`config.mk`:
```
export PLATFORM = sky130hd
export DESIGN_NAME = chunk_builder
export DESIGN_NICKNAME = d
export VERILOG_FILES = /design/src/rtl/chunk_builder_pkg.sv /design/src/rtl/chunk_index_counter.sv /design/src/rtl/chunk_builder.sv
export SDC_FILE = /design/constraint.sdc
export NUM_CORES = 2
export LEC_CHECK = 0
export BUFFER_PORTS_ARGS = -buffer_cell sky130_fd_sc_hd__buf_4
export CAP_MARGIN = 30
export CORE_ASPECT_RATIO = 0.5
export CORE_MARGIN = 1.5
export CORE_UTILIZATION = 53
export DETAILED_ROUTE_END_ITERATION = 10
export PLACE_DENSITY = 0.81
export SLEW_MARGIN = 40
export SYNTH_ARGS = -nofsm -noshare
export SYNTH_HDL_FRONTEND = slang
export SYNTH_HIERARCHICAL = 1
export SYNTH_SLANG_ARGS = --single-unit
```
`constraint.sdc`:
```
create_clock -name clk -period 59.1 [get_ports clk]
set_clock_uncertainty 0.1 [all_clocks]
set_input_delay 5.91 -clock clk [delete_from_list [all_inputs] [get_ports clk]]
set_output_delay 5.91 -clock clk [all_outputs]
set_load 0.03 [all_outputs]
```
`src/rtl/chunk_builder_pkg.sv`:
```
// Shared types for the chunk builder: pixel and chunk shapes, derived sizes, FSM states.
// No logic; widths derive from CHUNK_SIZE and INPUT_CELL_SIZE.
// Import with chunk_builder_pkg::* in every file that touches chunk data.
package chunk_builder_pkg;

   localparam int CHUNK_SIZE       = 4;
   localparam int INPUT_CELL_SIZE  = 2;
   localparam int PIXELS_PER_CHUNK = CHUNK_SIZE * INPUT_CELL_SIZE * INPUT_CELL_SIZE;

   // Counter widths; at least one bit so a size of 1 still yields a legal vector.
   localparam int CELL_W  = (INPUT_CELL_SIZE > 1) ? $clog2(INPUT_CELL_SIZE) : 1;
   localparam int CHUNK_W = (CHUNK_SIZE > 1) ? $clog2(CHUNK_SIZE) : 1;

   // {R,G,B}, 8 bits each.
   typedef logic [23:0] pixel_t;

   // Element [i][j][k] sits at flat position (i*S + j)*S + k, i.e. arrival order.
   typedef pixel_t [CHUNK_SIZE-1:0][INPUT_CELL_SIZE-1:0][INPUT_CELL_SIZE-1:0] chunk_input;

   typedef enum logic {
      FILLING   = 1'b0,
      FULL_WAIT = 1'b1
   } state_t;

endpackage

```
`src/rtl/chunk_index_counter.sv`:
```
// Purpose: k/j/i write-position counters for the fill buffer (k fastest, then j, then i).
// Latency: new position visible the cycle after step/restart; at_zero/at_final are combinational.
// Backpressure: none; the caller only steps on accepted pixels.
module chunk_index_counter
   import chunk_builder_pkg::*;
(
   input  logic               clk,
   input  logic               rst,
   input  logic               step,
   input  logic               restart,
   output logic [CELL_W-1:0]  k,
   output logic [CELL_W-1:0]  j,
   output logic [CHUNK_W-1:0] i,
   output logic               at_zero,
   output logic               at_final
);

   logic [CELL_W-1:0]  base_k, base_j, next_k, next_j;
   logic [CHUNK_W-1:0] base_i, next_i;
   logic               base_k_wrap, base_j_wrap, base_i_wrap;

   assign at_zero  = (k == '0) && (j == '0) && (i == '0);
   assign at_final = (k == CELL_W'(INPUT_CELL_SIZE - 1)) &&
                     (j == CELL_W'(INPUT_CELL_SIZE - 1)) &&
                     (i == CHUNK_W'(CHUNK_SIZE - 1));

   // Advance from the current position, or from zero on restart (the restart
   // pixel occupies position 0, so the counter lands on the slot after it).
   always_comb begin
      base_k      = restart ? '0 : k;
      base_j      = restart ? '0 : j;
      base_i      = restart ? '0 : i;
      base_k_wrap = (base_k == CELL_W'(INPUT_CELL_SIZE - 1));
      base_j_wrap = (base_j == CELL_W'(INPUT_CELL_SIZE - 1));
      base_i_wrap = (base_i == CHUNK_W'(CHUNK_SIZE - 1));
      next_k      = base_k_wrap ? '0 : base_k + CELL_W'(1);
      next_j      = base_j;
      next_i      = base_i;
      if (base_k_wrap) begin
         next_j = base_j_wrap ? '0 : base_j + CELL_W'(1);
         if (base_j_wrap) begin
            next_i = base_i_wrap ? '0 : base_i + CHUNK_W'(1);
         end
      end
   end

   // Position register.
   always_ff @(posedge clk or posedge rst) begin
      if (rst) begin
         k <= '0;
         j <= '0;
         i <= '0;
      end else if (step || restart) begin
         k <= next_k;
         j <= next_j;
         i <= next_i;
      end
   end

endmodule

```
`src/rtl/chunk_builder.sv`:
```
// Purpose: assemble a pixel stream into chunks and present {last, current} chunk pairs.
// Latency: pair valid one cycle after the final pixel when the output slot is free.
// Backpressure: a finished chunk waiting on out_ready drops in_ready until it is promoted.
module chunk_builder
   import chunk_builder_pkg::*;
(
   input  logic        clk,
   input  logic        rst,
   input  logic [23:0] in_pixel,
   input  logic        in_valid,
   input  logic        in_sof,
   output logic        in_ready,
   output chunk_input  last_chunk,
   output chunk_input  current_chunk,
   output logic        out_first,
   output logic        out_valid,
   input  logic        out_ready,
   output logic [7:0]  resync_count
);

   state_t             state_q, state_d;
   logic               fill_complete;
   chunk_input         fill_q, fill_d;
   logic               sof_q, sof_eff;
   logic               accept, resync, final_accept, promote;
   logic [CELL_W-1:0]  k, j;
   logic [CHUNK_W-1:0] i;
   logic               at_zero, at_final;

   assign fill_complete = (state_q == FULL_WAIT);
   // Held low during reset so nothing is taken while the block is being cleared.
   assign in_ready      = !fill_complete && !rst;
   assign accept        = in_valid && in_ready;
   // A frame start anywhere but position 0 throws away the partial chunk.
   assign resync        = accept && in_sof && !at_zero;
   assign final_accept  = accept && at_final && !resync;
   // Frame-start flag of the chunk being promoted; covers a one-pixel chunk
   // whose only pixel carries in_sof.
   assign sof_eff       = sof_q || (accept && in_sof && at_zero);
   assign promote       = (final_accept && (!out_valid || out_ready)) ||
                          (fill_complete && out_valid && out_ready);

   chunk_index_counter u_idx (
      .clk      (clk),
      .rst      (rst),
      .step     (accept && !resync),
      .restart  (resync),
      .k        (k),
      .j        (j),
      .i        (i),
      .at_zero  (at_zero),
      .at_final (at_final)
   );

   // Fill buffer contents including this cycle's write, so an immediate
   // promotion carries the final pixel.
   always_comb begin
      fill_d = fill_q;
      if (accept) begin
         if (resync) begin
            fill_d[0][0][0] = in_pixel;
         end else begin
            fill_d[i][j][k] = in_pixel;
         end
      end
   end

   // Next state: park in FULL_WAIT when a chunk completes behind an unconsumed pair.
   always_comb begin
      state_d = state_q;
      case (state_q)
         FILLING:   if (final_accept && out_valid && !out_ready) state_d = FULL_WAIT;
         FULL_WAIT: if (promote) state_d = FILLING;
         default:   state_d = FILLING;
      endcase
   end

   // State register.
   always_ff @(posedge clk or posedge rst) begin
      if (rst) state_q <= FILLING;
      else     state_q <= state_d;
   end

   // Fill buffer register.
   always_ff @(posedge clk or posedge rst) begin
      if (rst) fill_q <= '0;
      else     fill_q <= fill_d;
   end

   // Frame-start flag of the chunk under construction; held through FULL_WAIT.
   always_ff @(posedge clk or posedge rst) begin
      if (rst)                    sof_q <= 1'b0;
      else if (resync)            sof_q <= 1'b1;
      else if (accept && at_zero) sof_q <= in_sof;
   end

   // Output pair: promote on completion/handshake, otherwise drop valid once consumed.
   always_ff @(posedge clk or posedge rst) begin
      if (rst) begin
         current_chunk <= '0;
         last_chunk    <= '0;
         out_first     <= 1'b0;
         out_valid     <= 1'b0;
      end else if (promote) begin
         current_chunk <= fill_d;
         last_chunk    <= sof_eff ? '0 : current_chunk;
         out_first     <= sof_eff;
         out_valid     <= 1'b1;
      end else if (out_valid && out_ready) begin
         out_valid     <= 1'b0;
      end
   end

   // Saturating count of mid-chunk frame starts.
   always_ff @(posedge clk or posedge rst) begin
      if (rst)                                resync_count <= '0;
      else if (resync && resync_count != '1) resync_count <= resync_count + 8'd1;
   end

endmodule
```
==> impl_results.md <==
- Clk Tree Root Cell: clkbuf_16
- Total core area: 80010 µm²
- Worst Max-Slew Pin Slew: 0.8886 ns
- Routed wire length: 130.9 mm
- Fin crit share: 21.50%
- Final hold violations: 0
- Avg WL per Cell: 25.82 µm
- Tightest Hold Check Type: flop to flop
- Max Slew Vio Count: 0
- Vias in the first global route: 30100
- Sequential area share after synthesis: 67.81%
- Min Hold Slack: 0.3629 ns
- Share of cells above drive strength 1: 34.83%
- Post-layout util: 66.87%
- Fin nets: 3932
- Count leader, synth: dfrtp_1
- # clock sinks: 1168
- Combinational fraction of design power: 12.3%
- Unrepaired setup endpoints after global routing: no
- Synth cell count leaders: 1168 x dfrtp_1, 556 x a22o_1, 347 x mux2_2, 245 x a21oi_1, 242 x nand2_1
- Area Overhead vs Synth: 24.12%
- Hold Path Sink: fill_q[90]
- DIE HEIGHT: 204.7 µm
- Switching pwr: 0.4704 mW
- Adder-cell share of the synthesized area: 0.02903%
- Max Cap Viol: 0
- H-tree depth: 3
- Internal: 1.306 mW
- Flop pwr share: 50.8%
- Post-Route Setup TNS: 0 ns
- Compound-gate portion of the synthesized area: 15.46%
- Worst EP required: 53.09 ns
- Post-synthesis mux area share: 9.100%
- Hold Startpoint: fill_q[90]
- Hold buffer count at CTS: 0
- Initial DRC count: 3344
- Synth Instances: 3186
- Leakage power: 28.00 nW
- Io pins: 808
- Starting Density: 53.87%
- Global-route wire length before repair: 194.0 mm
- Global Route Usage Sum: 31.10%
- Crit path DAT: 6.69 ns
- Max Root-Sink Buffers: 3
- Final min period: 12.70 ns
- Worst vdd ir: 0.02421 mV
- Reg-to-Reg End: current_chunk[74]
- FFs w/ async S/R, synth: 100.0%
- Number of port buffers: 807
- Critical path fanouts, max: 5
- Clock latency on the worst-skew pair: 0.69 ns
- Synth Area in XOR/XNOR: 0.1625%
- Ys flop type: dfrtp_1
- Largest net degree at the start of global routing: 169
- Synth Area in Simple Gates: 5.132%
- Pre-Repair DR Iteration Count: 6
- FMAX: 0.07871 GHz
- DRC viols: 0
- Mean cell area of the mapped netlist: 13.53 µm²
- PostCTS Resize Cnt: 0
- Seq. cell area: 29230 µm²
- Clock slew at the register clock pins of the worst setup and hold paths: 0.06 ns
- WHS Path Cells: 2
- Mapped Nets: 3216
- FP Rows: 73
- Post-DR vias/cell: 6.037
- Detail Placement HPWL: 85.08 mm
- Full die area: 83150 µm²
- Reg2Reg Depth: 8
- Area of the multi-input gates: 12960 µm²
- Filler cells: 5643
- Switching Fraction: 26.49%
- Top post-synthesis cells by area: dfrtp_1 68%, a22o_1 11%, mux2_2 9.1%
- GPL Wtd Cong: 0.8632
- Post-Place Cells: 4888
- Netlist cell types: 38
- Die W: 406.3 µm
- Global route overflow: 0
- Post-route ant nets: 0
- Via Count: 30600
- Top-area cell type share of the netlist area: 67.81%
- PwrDens: 33.20 nW/µm²
- Postcts setup bufs: 0
- Cell Area, Synth: 43110 µm²
- Status: finished clean
- CTS tree: done
- Worst setup EP type: output pin
- Dominant cell type by area after synthesis: dfrtp_1
- CTS Buf Count: 98
- Clock Power Share: 36.9%
- Worst relative slew slack: 40.76%
- Crit path kind: input port to output pin
- Setup slack, reg-to-reg: 55.18 ns
- Synthesis Warnings: 6
- Final Non-Filler Cells: 5068
- Worst setup SP type: input port
- Initial antenna violation count: 11
- #FFs+latches synth: 1168
- R2R Path Start: u_idx/i[0]
- Setup violations, final: 0
- EDFF count, synth: 0
- Combinational family with the most area after synthesis: compound AO/OA/AOI/OAI gates
==> cell usage in the layout (no fill, tap or decap), types with 24 or more instances in the layout <==
cell       instances
nor2_1           139
dfrtp_1         1168
nand2_1          241
clkbuf_8          26
and3_1            24
clkbuf_16         99
o21ai_0           91
mux2_2           347
a21oi_1          245
and2_1            49
buf_4            830
a22o_1           556
==> registers in the layout, summed over array words and instances, names as in the netlist <==
name / count
fill_q: 384
u_idx/k: 1
current_chunk: 384
last_chunk: 384
fill_complete: 1
out_valid: 1
u_idx/i: 2
resync_count: 8
u_idx/j: 1
out_first: 1
sof_q: 1
==> power by group through the flow <==
stage	Clock [mW]	Sequential [mW]	Combinational, mW
after floorplan	0	0.924	0.132
after global placement	0	0.913	0.204
after detailed placement	0	0.916	0.214
after CTS	0.663	0.901	0.216
after global routing	0.699	0.907	0.239
final	0.656	0.902	0.218
==> stage by stage <==
step,worst slack [ns],power [mW],area (µm²)
final,46.40,1.776,53500
after global routing,46.39,1.845,53490
after CTS,46.41,1.780,53430
after detailed placement,46.41,1.130,50230
after global placement,46.42,1.116,50010
after floorplan,20.30,1.056,43110
==> cell families (layout without fill, tap and decap cells) <==
logic type | after synthesis | count (layout)
flops | 1168 | 1168
xor+xnor | 8 | 8
mux | 348 | 348
fa+ha+maj | 1 | 1
other cells | 0 | 5
simple gates | 505 | 505
compound gates | 906 | 906
buf+inv | 250 | 1040
==> worst max path at each step <==
stage,start,end,slack [ns]
final,rst,in_ready,46.40
after global routing,rst,in_ready,46.39
after CTS,rst,in_ready,46.41
after detailed placement,rst,in_ready,46.41
after global placement,rst,in_ready,46.42
after floorplan,rst,current_chunk[0],20.30
==> critical path: stages <==
cell   delay [ns]
buf_4        0.16
or2_2        0.35
inv_1        0.10
buf_4        0.16
==> layer usage <==
layer	vias up	share of wire [%]	wire length, µm	GRT usage (%)
met5	-	0	0	0
met4	0	4.0	5215	11.90
met3	272	7.3	9554	6.737
met2	1291	50	66000	51.17
met1	16110	38	50100	40.69
li1	12920	-	-	-
==> layout make-up <==
type | instances | share of cell area, %
flip-flops and latches | 1168 | 54.63
multi-input cells | 1768 | 24.23
repair buffers | 862 | 12.54
clock buffers | 142 | 5.362
well taps | 1087 | 2.542
clock inverters | 32 | 0.6174
inverters | 4 | 0.05145
diodes | 5 | 0.02339
No activity file was read; power rests on OpenSTA's default activity.
